--- src/rtl/counter_slot_pkg.sv ---
// counter_slot_pkg: state encoding, default sizes and length-decode convention for the slot arbiter
package counter_slot_pkg;
  localparam int N_REQ_DEF = 4;
  localparam int CNT_W_DEF = 3;
  localparam logic [1:0] ST_IDLE = 2'd0;
  localparam logic [1:0] ST_LOAD = 2'd1;
  localparam logic [1:0] ST_COUNT = 2'd2;
  localparam logic [1:0] ST_DONE = 2'd3;
  typedef enum logic [1:0] {
    S_IDLE = ST_IDLE,
    S_LOAD = ST_LOAD,
    S_COUNT = ST_COUNT,
    S_DONE = ST_DONE
  } state_t;
  // A length field of zero stands for the full 2^w cycles.
  function automatic int slot_len(input int unsigned l, input int w);
    return l == 0 ? 2 ** w : int'(l);
  endfunction
endpackage

--- src/rtl/sync_counter_ce.sv ---
// sync_counter_ce: synchronous up-counter with clear (priority) and count enable
module sync_counter_ce #(
  parameter int W = 3
) (
  input  logic         clk,
  input  logic         rst,
  input  logic         clr,
  input  logic         en,
  output logic [W-1:0] q
);
  always_ff @(posedge clk)
    q <= (rst || clr) ? '0 : en ? q + W'(1) : q;
endmodule

--- src/rtl/counter_slot_arbiter.sv ---
// counter_slot_arbiter: round-robin arbiter granting timed slots on one shared counter
module counter_slot_arbiter
  import counter_slot_pkg::*;
#(
  parameter int N_REQ = N_REQ_DEF,
  parameter int CNT_W = CNT_W_DEF
) (
  input  logic                   clk,
  input  logic                   rst,
  input  logic [N_REQ-1:0]       req,
  input  logic [N_REQ*CNT_W-1:0] len,
  output logic [N_REQ-1:0]       gnt,
  output logic [1:0]             owner,
  output logic                   busy,
  output logic [N_REQ-1:0]       done,
  output logic [CNT_W-1:0]       q
);
  state_t state, nxt;
  logic [1:0] ptr, win;
  logic [CNT_W-1:0] len_r;
  logic abort, term;

  sync_counter_ce #(.W(CNT_W)) u_cnt (
    .clk(clk),
    .rst(rst),
    .clr(state == S_LOAD),
    .en (state == S_COUNT),
    .q  (q)
  );

  // Scan downward so the lowest offset from ptr is the last (winning) assignment.
  always_comb begin
    win = ptr;
    for (int k = N_REQ - 1; k >= 0; k--)
      if (req[ptr + 2'(k)]) win = ptr + 2'(k);
  end

  assign abort = ~req[owner];
  assign term  = q == len_r - CNT_W'(1);
  assign busy  = state != S_IDLE;

  always_comb begin
    nxt = state == S_IDLE  ? (|req ? S_LOAD : S_IDLE) :
          state == S_LOAD  ? S_COUNT :
          state == S_COUNT ? (abort ? S_IDLE : term ? S_DONE : S_COUNT) :
          S_IDLE;
  end

  always_ff @(posedge clk) begin
    if (rst) begin
      state <= S_IDLE;
      gnt   <= '0;
      owner <= '0;
      ptr   <= '0;
      len_r <= '0;
      done  <= '0;
    end else begin
      state <= nxt;
      done  <= '0;
      if (state == S_IDLE && |req) begin
        gnt   <= N_REQ'(1) << win;
        owner <= win;
        len_r <= len[win*CNT_W +: CNT_W];
      end
      if (state == S_COUNT && nxt != S_COUNT) gnt <= '0;
      if (state == S_COUNT && nxt == S_DONE) done <= N_REQ'(1) << owner;
      if ((state == S_COUNT && abort) || state == S_DONE) ptr <= owner + 2'd1;
    end
  end
endmodule

--- config.mk ---
export PLATFORM = sky130hd
export DESIGN_NAME = counter_slot_arbiter
export DESIGN_NICKNAME = d
export VERILOG_FILES = /design/src/rtl/counter_slot_pkg.sv /design/src/rtl/sync_counter_ce.sv /design/src/rtl/counter_slot_arbiter.sv
export SDC_FILE = /design/constraint.sdc
export NUM_CORES = 1
export LEC_CHECK = 0
export BUFFER_PORTS_ARGS = -buffer_cell sky130_fd_sc_hd__buf_2
export CELL_PAD_IN_SITES_DETAIL_PLACEMENT = 1
export CELL_PAD_IN_SITES_GLOBAL_PLACEMENT = 2
export CORE_MARGIN = 3
export CORE_UTILIZATION = 31
export CTS_BUF_LIST = sky130_fd_sc_hd__clkbuf_4 sky130_fd_sc_hd__clkbuf_8
export DETAILED_ROUTE_END_ITERATION = 12
export PLACE_DENSITY_LB_ADDON = 0.1
export SLEW_MARGIN = 15
export SYNTH_ARGS = -nofsm -noshare
export SYNTH_HDL_FRONTEND = slang
export SYNTH_SLANG_ARGS = --single-unit
--- constraint.sdc ---
create_clock -name clk -period 2 [get_ports clk]
set_input_delay 0.3 -clock clk [delete_from_list [all_inputs] [get_ports clk]]
set_output_delay 0.3 -clock clk [all_outputs]
set_load 0.02 [all_outputs]
Word-level counts from Yosys, hierarchy flattened
Index checks and enable logic that the tools add are counted.
Widths: inputs -> output; s select.
- muxes and demuxes: 20
- shift operators: 3
- magnitude comparators: 5
- $add $sub $neg: 6
- multipliers: 1
- reductions and logical operators: 11
- bitwise operators: 2
- equality and inequality tests: 6
- operator list (cell ; number):
    $mux 2 ; 8
    $lt 2x3->1 const B ; 5
    $shiftx 12x5->3 ; 1
    $bmux 1 s2 ; 5
    $shl 1x2->4 const A ; 2
    $mux 1 ; 7
    $eq 2x2->1 const B ; 3
    $add 2x1->2 const B ; 2
    $add 2x2->2 const B ; 2
    $logic_and 1x1->1 ; 4
    $mul 2x2->4 const B ; 1
    $reduce_or 2->1 ; 2
    $reduce_or 4->1 ; 1
    $add 3x1->3 const B ; 1
    $eq 3x3->1 ; 1
    $sub 3x1->3 const B ; 1
    $eq 2x1->1 const B ; 1
    $logic_not 2->1 ; 1
    $logic_or 1x1->1 ; 2
    $ne 2x2->1 const B ; 1
    $not 1->1 ; 2
    $reduce_bool 2->1 ; 1
- output and inout port bits: 14
- logic and storage cells: 61
- flip-flop bits (word level): 20
- input port bits: 18

Longest topological paths before layout
Gate-level depths: netlist of the first run.
- depth in word-level cells: 11
- mapped depth: 7
- gate-level depth less buffers: 7

Modules after synthesis
From an unflattened synthesis of the first run, not the netlist that was laid out.
- cell total of the unflattened synthesis: 115
- area, all modules: 1046.0 µm²
- modules (own cells, without submodules) (module ; instances ; area an instance (µm²) ; seq. area each (µm²) ; cells an instance):
    counter_slot_arbiter ; 1 ; 914.6 ; 340.3 ; 104
    sync_counter_ce ; 1 ; 131.4 ; 60.1 ; 11

Least setup slack after synthesis of the first run
OpenSTA, ideal clock, no wires.
- kind: flip-flop to flip-flop
- start point: register owner[0]
- end point: register ptr[0]
- setup time: 0.086 ns
- stages on the path, launching flop included: 6
- arrival time: 1.616 ns
- buffers on the path: 1
- required time: 1.914 ns
- period minus slack after synthesis: 1.701 ns
- path slack: 0.299 ns
- cell sequence: dfxtp_1 -> buf_2 -> mux4_2 -> a21boi_2 -> nor2_1 -> a211oi_1
- word-level cells in the longest chain between the ends: 5
- elaborated cells on any way between the ends: 6
- those cells by class: add/sub: 1; mux: 2; bitwise: 1; reduce/logical: 2
- RTL lines (element ; line ; RTL):
    start, declared ; counter_slot_arbiter.sv:13 ; output logic [1:0] owner,
    start signal, assigned ; counter_slot_arbiter.sv:62 ; owner <= win;
    $bmux 1 s2 ; counter_slot_arbiter.sv:38 ; assign abort = ~req[owner];
    $mux 1 (not written as such) ; counter_slot_arbiter.sv:38 ;
    $not 1->1 ; counter_slot_arbiter.sv:38 ;
    $logic_and 1x1->1 ; counter_slot_arbiter.sv:67 ; if ((state == S_COUNT && abort) || state == S_DONE) ptr <= owner + 2'd1;
    $logic_or 1x1->1 ; counter_slot_arbiter.sv:67 ;
    end signal, assigned ; counter_slot_arbiter.sv:67 ;
    end, declared ; counter_slot_arbiter.sv:19 ; logic [1:0] ptr, win;
Parallel ways exist; a longest one is shown, timed or not. The select of a mux whose other input is x is not followed.
A chain may end at the register's enable or synchronous reset.

Worst setup path after layout of the first run
- start point: register ptr[1]
- end point: register gnt[1]
- word-level cells in the longest chain between the ends: 8
- elaborated cells on any way between the ends: 16
- those cells by class: add/sub: 3; shift: 1; mux: 12
- RTL lines (element ; line ; RTL):
    $add 2x2->2 ; counter_slot_arbiter.sv:35 ; if (req[ptr + 2'(k)]) win = ptr + 2'(k);
    $bmux 1 s2 ; counter_slot_arbiter.sv:35 ;
    $mux 1 (not written as such) ; counter_slot_arbiter.sv:35 ;
    $mux 2 (3 in a row) ; counter_slot_arbiter.sv:35 ;
    $mux 2 * ; counter_slot_arbiter.sv:35 ;
    $shl 1x2->4 * ; counter_slot_arbiter.sv:61 ; gnt <= N_REQ'(1) << win;
    end signal, assigned ; counter_slot_arbiter.sv:61 ;
    end, declared ; counter_slot_arbiter.sv:12 ; output logic [N_REQ-1:0] gnt,
Every way passes the cells marked *; elsewhere a longest branch is shown, timed or not. The select of a mux whose other input is x is not followed.

==> metrics.cfg, run 1 <==
[yosys]
ys_dominant_reg_cell = dfxtp_1
synth.avg_cell_area_um2 = 9.31
synthArstFlopShare = 0
ys_warn_count = 0
synth_seq_cells = 20
synth_edf_count = 0
syn_inst = 113
syn_nets = 133
synth_cell_types = 36
syn-cell-area_um2 = 1050
seq_area_frac_synth = 0.380

[pwr]
switching_share = 0.322
pwr-share-clk = 0.229
powerDensity_nw_per_um2 = 788
p_int_mw = 0.700
pwr-share-comb = 0.318
ir_worst_vdd_mv = 0.274
p_seq_frac = 0.453
net-switching-power_mw = 0.333
power.leakage_nw = 0.585

[sta]
timing.hold.ws_ns = 0.301
rsz0062_at_grt = false
setup_tns_ns = 0
tightest_slew_ns = 0.509
finalClockSkew_ns = 0.000827
final_max_slew_viol_count = 0
hold_viol = 0
setup_violations = 0
min_period_ns = 1.79
maxSlewHeadroom = 0.661
fin_crit_sh = 0.896
fmaxAchievable_mhz = 558

[min_path]
hold_path.class = input pin to flop

[drt]
via_per_inst = 4.92
drc = 0
wl_um = 2660
ant_nets = 0
drtIter0Drc = 22
via_count = 940
dr.pass1.iters = 2
wl_per_cell_um = 13.9

[critical_path]
path_buf_inv = 1
worstSetupPathType = flop to flop
cp_data_arrival_time_ns = 2.03
cp_max_fo = 11
cp.required_ns = 2.24
path_cells = inv_1 > a2bb2oi_1 > o221a_1 > or3b_1 > a21oi_1
path_delay_family = compound AO/OA/AOI/OAI gates
crit_slowest_cell = o221a_1
max_stage_delay_ns = 0.53
end_kind = flop
critPathLaunchType = flop

[die]
core_um2 = 3150
die_area_um2 = 4130
start_util = 0.334
boundaryPins = 32
std_cell_rows = 20
die_w_um = 64.3
fp.dieH_um = 64.3

[global_route]
overflow = 0
globalRouteMet1Util = 0.164
grt_pass1_vias = 1004
grt_max_degree = 16
antenna_found_initial = 0
grt_use_met3 = 0.0281
grtUsageMet2 = 0.268
grt_pass1_wl_um = 4680
busiest_layer = met2
track_usage = 0.144

[clocking]
cts_tree = done
clkTransAtPathRegs_ns = 0.12
cts_root_buf = clkbuf_4
h-tree-depth = 1
cts_hold_buf = 0
cts.repair.resized = 0
post_cts_buffers = 0
cts_made_buffers = 3
clockBufferDepth = 2
clock_latency_ns = 0.29
clock_sink_count = 20

[cells_and_area]
syn_to_final_growth_pct = 24.7
n_antenna_cell = 0
layout_commonest_cell = buf_2
nNetsFinal = 168
final_cell_mix = buf_2 (31), dfxtp_1 (20), nor2_1 (14)
drive_gt1_frac = 0.286

[run]
maxCapViolations = 0

[status]
status = completed

[place]
dp_hpwl_um = 2110
io_buffers = 31
gp_congestion = 0.713

[cell usage after synthesis (2+ instances only)]
library cell | number | area, µm²
a211oi_1 | 2 | 15.0
a21oi_1 | 5 | 25.0
buf_2 | 2 | 10.0
dfxtp_1 | 20 | 400
ha_1 | 2 | 25.0
inv_1 | 5 | 18.8
mux2i_1 | 9 | 90.1
nand2_1 | 12 | 45.0
nand3b_1 | 4 | 30.0
nor2_1 | 14 | 52.6
nor2b_1 | 4 | 25.0
nor3_1 | 3 | 15.0
nor3b_1 | 2 | 15.0
o21ai_1 | 2 | 10.0
o221ai_1 | 3 | 26.3
or3b_1 | 2 | 17.5
xnor2_1 | 2 | 17.5
xor2_1 | 2 | 17.5
[per-layer routing]
layer	part of all wire	routed length, µm	vias up
li1	-	-	474
met1	0.46	1220	449
met2	0.51	1350	15
met3	0.029	77	2
met4	0.0079	21	0
met5	0	0	-
[power by group through the flow]
| stage | Combinational, mW | Clock (mW) | Sequential (mW) |
|---|---|---|---|
| after global routing | 0.366 | 0.271 | 0.475 |
| after floorplan | 0.212 | 0 | 0.491 |
| after CTS | 0.336 | 0.256 | 0.469 |
| after detailed placement | 0.334 | 0 | 0.478 |
| after global placement | 0.326 | 0 | 0.476 |
| final | 0.329 | 0.237 | 0.468 |
[tightest hold or removal path, cell delays in order]
cell      delay [ns]
buf_2           0.07
mux2i_1         0.05
o221ai_1        0.14
[cell families after synthesis]
kind of cell	count (synthesis)	share of synthesized area
buffers and inverters	9	0.0381
DFF	20	0.380
xor gates and xnor gates	5	0.0547
and+or+nand+nor	46	0.222
AOI/OAI and AO/OA	21	0.174
muxes	10	0.107
adders and majority gates	2	0.0238
[worst paths after layout]
path | depth (start not counted) | slack, ns | endpoint | from
max | 5 | 0.21 | gnt[1] | ptr[1]
min | 3 | 0.30 | len_r[0] | len[0]
max reg2reg | 5 | 0.21 | gnt[1] | ptr[1]
min reg2reg | 2 | 0.46 | gnt[2] | gnt[2]
[sequential cells by signal (all words and copies together), names as in the netlist]
signal,flops
done,4
gnt,4
len_r,3
u_cnt.q,3
owner,2
ptr,2
state,2
[per-stage QoR]
stage | utilization | power [mW] | worst slack (ns) | std cells | area (µm²)
floorplan | - | 0.703 | 0.299 | 113 | 1050
global placement | 0.405 | 0.802 | 0.200 | 187 | 1280
detailed placement | 0.405 | 0.812 | 0.130 | 187 | 1280
CTS | 0.416 | 1.06 | 0.167 | 191 | 1310
global route | 0.416 | 1.11 | 0.0141 | 191 | 1310
finish | 0.416 | 1.03 | 0.207 | 191 | 1310
[layout make-up]
class	count	area, µm²
flip-flops and latches	20	400
clock buffers	4	36.3
multi-input cells	84	612
inverters	5	18.8
fillers	399	1840
repair buffers	34	190
well taps	44	55.1
No activity file was read; power rests on OpenSTA's default activity.
==> run 2, diff against run 1 <==
--- a/config.mk
+++ b/config.mk
@@ -5,11 +5,12 @@
 export SDC_FILE = /design/constraint.sdc
 export NUM_CORES = 1
 export LEC_CHECK = 0
+export ABC_AREA = 1
 export BUFFER_PORTS_ARGS = -buffer_cell sky130_fd_sc_hd__buf_2
 export CELL_PAD_IN_SITES_DETAIL_PLACEMENT = 1
 export CELL_PAD_IN_SITES_GLOBAL_PLACEMENT = 2
 export CORE_MARGIN = 3
-export CORE_UTILIZATION = 31
+export CORE_UTILIZATION = 28
 export CTS_BUF_LIST = sky130_fd_sc_hd__clkbuf_4 sky130_fd_sc_hd__clkbuf_8
 export DETAILED_ROUTE_END_ITERATION = 12
 export PLACE_DENSITY_LB_ADDON = 0.1
==> run 2 against run 1 <==
  * Clock skew grew 0.0034 ns
  * Critical path depth is 7 higher
  * Largest power group is now combinational cells
  * Final area rose by 14%
  * Critical endpoint is now gnt[0]
  * Maximum frequency is 0.37% higher
  * Area after synthesis is 15% higher
  * Combinational power up 87%
  * Routed wire length grew 23%
==> metrics.cfg, run 2 <==
[sta]
maxSlewHeadroom = 0.737
final_max_slew_viol_count = 0
finalWorstSetupSlack_ns = 0.214
timing.hold.ws_ns = 0.274
finalClockSkew_ns = 0.00419
fin_crit_sh = 0.893
tightest_slew_ns = 0.390
setup_violations = 0
min_period_ns = 1.79
hold_viol = 0
fmaxAchievable_mhz = 560
rsz0062_at_grt = false
setup_tns_ns = 0

[global_route]
grt_pass1_wl_um = 5600
antenna_found_initial = 0
grt_max_degree = 11
overflow = 0
grt_pass1_vias = 1315
track_usage = 0.133

[cells_and_area]
top_regs = done (4), gnt (4)
drive_gt1_frac = 0.276
n_antenna_cell = 0
nNetsFinal = 243
layout.cells.non_filler = 271
syn_to_final_growth_pct = 22.8
layout_commonest_cell = nand2_1
fillers = 566
final_cell_mix = nand2_1 (49), buf_2 (31), inv_1 (25)

[clocking]
h-tree-depth = 1
clkTransAtPathRegs_ns = 0.07
clockBufferDepth = 2
post_cts_buffers = 0
cts_made_buffers = 3
cts_hold_buf = 0
cts.repair.resized = 0
cts_tree = done
clock_latency_ns = 0.26
cts_root_buf = clkbuf_8
clock_sink_count = 20

[drt]
ant_nets = 0
drtIter0Drc = 26
via_count = 1265
wl_per_cell_um = 12.1
drc = 0
via_per_inst = 4.67
dr.pass1.iters = 4
wl_um = 3270

[yosys]
syn-cell-area_um2 = 1210
synth_edf_count = 0
ys_dominant_reg_cell = dfxtp_1
synth_seq_cells = 20
synth_top_area_cell = dfxtp_1
synthTopCellsByArea = dfxtp_1 (33%), nand2_1 (15%), nand3_1 (9.1%), inv_1 (7.7%), a21oi_1 (3.7%)
seq_area_frac_synth = 0.330
syn_nets = 206
yosysMostFrequentCell = nand2_1
synth.avg_cell_area_um2 = 6.53
synth_top_area_frac = 0.330
synth_cell_types = 26
synthTopCellsByCount = nand2_1 (49), inv_1 (25), nand3_1 (22), dfxtp_1 (20), nor2_1 (10)
syn_inst = 186
ys_warn_count = 0
synthArstFlopShare = 0

[die]
die_area_um2 = 5160
boundaryPins = 32
core_um2 = 4090
std_cell_rows = 23
start_util = 0.297
fp.dieH_um = 71.8
die_w_um = 71.8

[pwr]
powerDensity_nw_per_um2 = 925
p_total_mw = 1.38
power.leakage_nw = 0.765
ir_worst_vdd_mv = 0.489

[critical_path]
cp_data_arrival_time_ns = 1.99
cp.required_ns = 2.21
worstSetupPathType = flop to flop
critPathLaunchType = flop
cp_max_fo = 4
worstRegToRegCells = 12
end_kind = flop

[place]
place_inst = 268
gp_congestion = 0.738
dp_hpwl_um = 2740
io_buffers = 31
post-place-ws_ns = 0.0976

[min_path]
hold_depth = 2
hold_path.class = input pin to flop

[run]
maxCapViolations = 0

[status]
status = completed

run 2: cell types whose count changed after synthesis, sizes merged, moves of 3 or more:
cell / before / now
nand3: 0 / 23
mux2i: 9 / 0
nand4: 1 / 5
a21oi: 5 / 9
nand2: 12 / 56
nand3b: 4 / 0
o21ai: 2 / 10
inv: 5 / 30
nor2b: 4 / 0
o221ai: 3 / 0
run 2: report_power, final:
part	switching [mW]	total, mW	internal [mW]
Clock	0.124	0.258	0.134
Sequential	0.0548	0.507	0.452
Combinational	0.387	0.614	0.227
Total	0.566	1.38	0.813
run 2: final timing paths:
kind	to	startpoint	slack (ns)
worst min register to register	gnt[3]	gnt[3]	0.49
worst max register to register	gnt[0]	len_r[0]	0.21
worst min-delay path	owner[1]	rst	0.27
worst max-delay path	gnt[0]	len_r[0]	0.21
run 2: layout make-up:
cell class	count	area, µm²	area share
Clock buffer	3	41.3	0.0277
Inverter	30	118	0.0789
Sequential cell	20	403	0.270
Multi-Input combinational cell	132	673	0.452
Timing Repair Buffer	36	193	0.129
Tap cell	50	62.6	0.0420
run 2: layer usage:
metal,global-route usage,routed length [µm],up-vias
met3,0.0365,148,2
met2,0.240,1530,23
met4,0.0146,10,0
met5,0,0,-
li1,-,-,665
met1,0.161,1580,575
run 2: kinds of logic after synthesis:
kind of cell / Yosys count / share of synthesized area
AO/OA/AOI/OAI: 22 / 0.0969
XOR/XNOR: 3 / 0.0217
adder cells (fa/ha/maj): 2 / 0.0206
buffers and inverters: 34 / 0.119
flip-flops: 20 / 0.330
AND/OR/NAND/NOR: 105 / 0.412
run 2: stage by stage:
step / util / area, µm²
2_1_floorplan: - / 1210
3_3_place_gp: 0.353 / 1440
3_5_place_dp: 0.353 / 1440
4_1_cts: 0.363 / 1480
5_1_grt: 0.365 / 1490
6_report: 0.365 / 1490
run 2: critical path: stages, from the launching register on:
cell     delay, ns
dfxtp_2       0.35
inv_1         0.05
ha_1          0.29
or2_2         0.27
nand3_1       0.09
nor2_1        0.06
a21oi_2       0.17
nand2_1       0.07
nand2_1       0.06
nand2_1       0.10
inv_1         0.11
nand2_1       0.06
inv_1         0.06
